$ cat config.mk
export PLATFORM = sky130hd
export DESIGN_NAME = iob_fifo_w_wide_r_narrow
export DESIGN_NICKNAME = d
export VERILOG_FILES = /design/src/rtl/iob_fifo_w_wide_r_narrow.sv
export SDC_FILE = /design/constraint.sdc
export NUM_CORES = 1
export LEC_CHECK = 0
export BUFFER_PORTS_ARGS = -buffer_cell sky130_fd_sc_hd__buf_4
export CORE_ASPECT_RATIO = 1.5
export CORE_UTILIZATION = 40
export DETAILED_ROUTE_END_ITERATION = 8
export GPL_TIMING_DRIVEN = 0
export REMOVE_ABC_BUFFERS = 1
export SYNTH_ARGS = -nofsm -noshare
export SYNTH_HDL_FRONTEND = slang
export SYNTH_SLANG_ARGS = --single-unit
$ cat constraint.sdc
create_clock -name clk -period 4.7 [get_ports clk]
set_input_delay 0.94 -clock clk [delete_from_list [all_inputs] [get_ports clk]]
set_output_delay 0.94 -clock clk [all_outputs]
set_load 0.05 [all_outputs]
$ cat src/rtl/iob_fifo_w_wide_r_narrow.sv
// Width-converting FIFO: one wide word in per write, RATIO narrow words out, lane 0 first.
// Full/empty come only from the registered level, so a same-cycle read never makes room for a write.
module iob_fifo_w_wide_r_narrow #(
  parameter int W_DATA_W = 32,
  parameter int R_DATA_W = 8,
  parameter int R_ADDR_W = 6
) (
  input  logic                clk,
  input  logic                arst_n,
  input  logic                w_en,
  input  logic [W_DATA_W-1:0] w_data,
  output logic                w_full,
  input  logic                r_en,
  output logic [R_DATA_W-1:0] r_data,
  output logic                r_valid,
  output logic                r_empty,
  output logic [R_ADDR_W:0]   level
);

  localparam int RATIO    = W_DATA_W / R_DATA_W;
  localparam int LANE_W   = $clog2(RATIO);
  localparam int W_ADDR_W = R_ADDR_W - LANE_W;
  localparam int DEPTH    = 2 ** R_ADDR_W;

  localparam logic [R_ADDR_W:0] FULL_THR  = (R_ADDR_W + 1)'(DEPTH - RATIO);
  localparam logic [R_ADDR_W:0] LVL_WR    = (R_ADDR_W + 1)'(RATIO);
  localparam logic [R_ADDR_W:0] LVL_RD    = (R_ADDR_W + 1)'(1);
  localparam logic [R_ADDR_W:0] LVL_WR_RD = (R_ADDR_W + 1)'(RATIO - 1);

  logic [R_DATA_W-1:0] mem [DEPTH];

  logic [W_ADDR_W-1:0] wptr_q, wptr_d;
  logic [R_ADDR_W-1:0] rptr_q, rptr_d;
  logic [R_ADDR_W:0]   level_q, level_d;
  logic [R_DATA_W-1:0] r_data_q, r_data_d;
  logic                r_valid_q, r_valid_d;

  logic                w_acc;
  logic                r_acc;
  logic [R_ADDR_W-1:0] w_base;

  assign w_full  = (level_q > FULL_THR);
  assign r_empty = (level_q == '0);
  assign w_acc   = w_en && !w_full;
  assign r_acc   = r_en && !r_empty;
  assign w_base  = R_ADDR_W'(wptr_q) << LANE_W;

  always_comb begin
    wptr_d    = wptr_q;
    rptr_d    = rptr_q;
    level_d   = level_q;
    r_data_d  = r_data_q;
    r_valid_d = r_acc;
    if (w_acc) begin
      wptr_d = wptr_q + 1'b1;
    end
    if (r_acc) begin
      rptr_d   = rptr_q + 1'b1;
      r_data_d = mem[rptr_q];
    end
    unique case ({w_acc, r_acc})
      2'b10:   level_d = level_q + LVL_WR;
      2'b01:   level_d = level_q - LVL_RD;
      2'b11:   level_d = level_q + LVL_WR_RD;
      default: level_d = level_q;
    endcase
  end

  always_ff @(posedge clk or negedge arst_n) begin
    if (!arst_n) begin
      wptr_q    <= '0;
      rptr_q    <= '0;
      level_q   <= '0;
      r_data_q  <= '0;
      r_valid_q <= 1'b0;
    end else begin
      wptr_q    <= wptr_d;
      rptr_q    <= rptr_d;
      level_q   <= level_d;
      r_data_q  <= r_data_d;
      r_valid_q <= r_valid_d;
    end
  end

  // Storage has no reset so it can map onto a RAM.
  always_ff @(posedge clk) begin
    if (w_acc) begin
      for (int i = 0; i < RATIO; i++) begin
        mem[w_base + R_ADDR_W'(i)] <= w_data[i*R_DATA_W +: R_DATA_W];
      end
    end
  end

  assign r_data  = r_data_q;
  assign r_valid = r_valid_q;
  assign level   = level_q;

endmodule

==> run summary <==
Post-cts resize count: 0
Final WL: 46.3 mm
VDD IR max: 0.403 mV
Most common cell after layout, fill and taps aside: edfxtp_1
Hold WS: 0.339 ns
Worst r2r dst: level[6]
Global route total overflow: 0
Worst-Skew Late Latency: 0.56 ns
Row cnt: 102
Max Slew Vio Count: 0
Detailed-route via count: 10161
Nets@finish: 1148
Clock power frac: 0.279
R2R setup slack: 0.72 ns
Critical path buffers and inverters: 2
CTS Hold Buffers Added: 0
Top FF cell, synth: edfxtp_1
Synth Warn #: 0
Initial drt markers: 748
Layout Utilization: 0.468
Hold Path Class: in2async
Minimum clock period: 3.98 ns
Routability cong.: 0.733
Routed length per instance: 25.5 µm
Global-route wire length before repair: 69.9 mm
Mapped Cells: 1018
Fin worst setup slack: 0.721 ns
Layout area overhead: 15.1%
Register share of total power: 0.434
# Max-Cap Violations: 0
Setup Viol. Count Final: 0
Layout cell share with drive strength beyond 1: 0.252
Gate power share: 0.287
Sw Ratio: 0.307
Initial Utilization: 0.407
Worst setup EP type: flop
Worst-path clk slew: 0.07 ns
DIE HEIGHT: 283 µm
Post-DRT Antenna Nets: 0
Area of the core: 0.0519 mm²
Finished Layout Cells: 1816
Synthesized cell area: 0.0211 mm²
Number of global-route vias before repair: 11065
Worst EP arrival: 4.42 ns
RSZ-0062 raised after global routing: no
Status: finished, final reports clean
Slew headroom: 0.0202
Switch Pwr: 4.23 mW
Final period utilization: 0.847
Worst-path fanout max: 17
DRC: 0
Total power per unit cell area: 568 mW/mm²
Largest net degree at the start of global routing: 53
Pint: 9.57 mW
CP Cell Sequence: inv_1 > ha_1 > nand4_1 > nand2_1 > inv_1 > nand2_1 > ha_1 > nor2b_1 > o21ai_0 > a21oi_1 > o21ai_0 > a22oi_1 > nand2b_1
Least-Margin Pin Slew: 1.46 ns
Most frequent cells in the layout: edfxtp_1, mux4_2, buf_4, mux2i_1, clkbuf_16
Crit path max-delay family: simple AND/OR/NAND/NOR gates
Post-synth EDFFs: 512
All-Layer GR Usage: 0.178
Yosys cell types: 55
Filler instances: 4245
Initial antenna violation count: 0
Postcts setup bufs: 0
Vias per cell: 5.60
Post-route setup TNS: 0 ns
Post-synthesis async set-or-reset flop share: 0.0483
Placement Setup Slack: 0.618 ns
Final Hold Viols: 0
Leakage: 7.88 nW
1st-pass router iterations: 4
Slowest CP cell: nand2_1
Htree depth: 2
Yosys reg bits: 538
Worst EP required: 5.14 ns
Clk_skew: 0.0169 ns
Highest clock rate: 251 MHz
Syn Area/Cell: 20.7 µm²
HPWL after DPL: 28.1 mm
CTS max path bufs: 3
R2R depth: 13
RR Startpoint: level[0]
Register area share after synthesis: 0.759
Top-level I/O count: 54
Clock sinks: 538
Number of port buffers: 53
CTS root buffer: clkbuf_16
Total CTS buffers: 47
Nature of the critical path startpoint: flop
Crit-path max cell delay: 0.80 ns
Die Area: 0.0537 mm²
Critical path type: reg2reg
Placed Cells: 1730
CTS tree: built
Die W: 190 µm
==> final cells by class <==
type / count / area [µm²] / share of cell area
clock inverters: 20 / 181 / 0.00746
multi-input cells: 416 / 4770 / 0.196
well taps: 676 / 846 / 0.0348
inverters: 13 / 48.8 / 0.00201
repair buffers: 87 / 1050 / 0.0434
diodes: 1 / 2.50 / 0.000103
flip-flops and latches: 538 / 16000 / 0.660
clock buffers: 65 / 1370 / 0.0562
==> metrics by stage <==
stage	area, µm²	power (mW)
after CTS	24300	14.0
after global routing	24300	14.4
after detailed placement	22800	10.1
after global placement	22000	9.76
after floorplan	20700	8.81
final	24300	13.8
==> how the worst max path moves through the flow <==
stage               from         to  slack [ns]  depth (start not counted)
2_1_floorplan  rptr_q[0]  r_data[5]       -2.50                          6
3_3_place_gp   rptr_q[0]  r_data[5]       -5.73                          6
3_5_place_dp        r_en   level[6]        0.62                         11
4_1_cts         level[0]   level[6]        0.70                         13
5_1_grt         level[0]   level[6]        0.21                         13
6_report        level[0]   level[6]        0.72                         13
==> metal layers <==
metal / share of wire / vias up / global-route usage
met4: 0.030 / 0 / 0.0653
met3: 0.044 / 79 / 0.0218
met2: 0.54 / 254 / 0.326
met1: 0.38 / 5433 / 0.213
li1: - / 4395 / -
met5: 0 / - / 0
==> sequential cells by signal (all words and copies together), names as in the netlist <==
name     count
wptr_q       4
r_valid      1
level        7
r_data       8
mem        512
rptr_q       6
==> synth_stat cells, types with 4 or more instances <==
cell type    n  area (µm²)
mux2_2       8        90.1
clkbuf_1    12        45.0
nor2_1      33         124
a21oi_1     12        60.1
o221ai_1     7        61.3
a211oi_1    14         105
buf_2        8        40.0
buf_6       14         158
o21ai_1      4        20.0
nor2b_1      9        56.3
dfrtp_1     26         651
nand2b_1     5        31.3
edfxtp_1   512       15400
nand2_1     30         113
buf_1        6        22.5
a32oi_1      5        43.8
ha_1         9         113
nand3_1      7        35.0
mux4_1      17         447
a22oi_1      7        52.6
xor2_1       5        43.8
o21ai_0     24         120
mux4_2      92        2070
nand4_1      4        25.0
inv_1       13        48.8
o22ai_1     20         125
nor3_1       5        25.0
xnor2_1      8        70.1
mux2i_1     51         510
==> power by group through the flow <==
stage	combinational, mW	clock (mW)	sequential [mW]
3_5_place_dp	4.03	0	6.10
4_1_cts	4.04	3.93	6.00
5_1_grt	4.26	4.08	6.04
2_1_floorplan	2.33	0	6.48
3_3_place_gp	3.21	0	6.56
6_report	3.96	3.85	5.99
==> kinds of logic (layout without fill, tap and decap cells) <==
family / count (synthesis) / count (layout) / synth area share
DFF: 538 / 538 / 0.759
muxes: 168 / 168 / 0.148
AOI/OAI and AO/OA: 118 / 118 / 0.0379
and+or+nand+nor: 108 / 108 / 0.0241
buffers and inverters: 64 / 185 / 0.0206
xor gates and xnor gates: 13 / 13 / 0.00539
adders and majority gates: 9 / 9 / 0.00533
other: 0 / 1 / 0
Note: power is estimated with default switching activity, not from simulation.
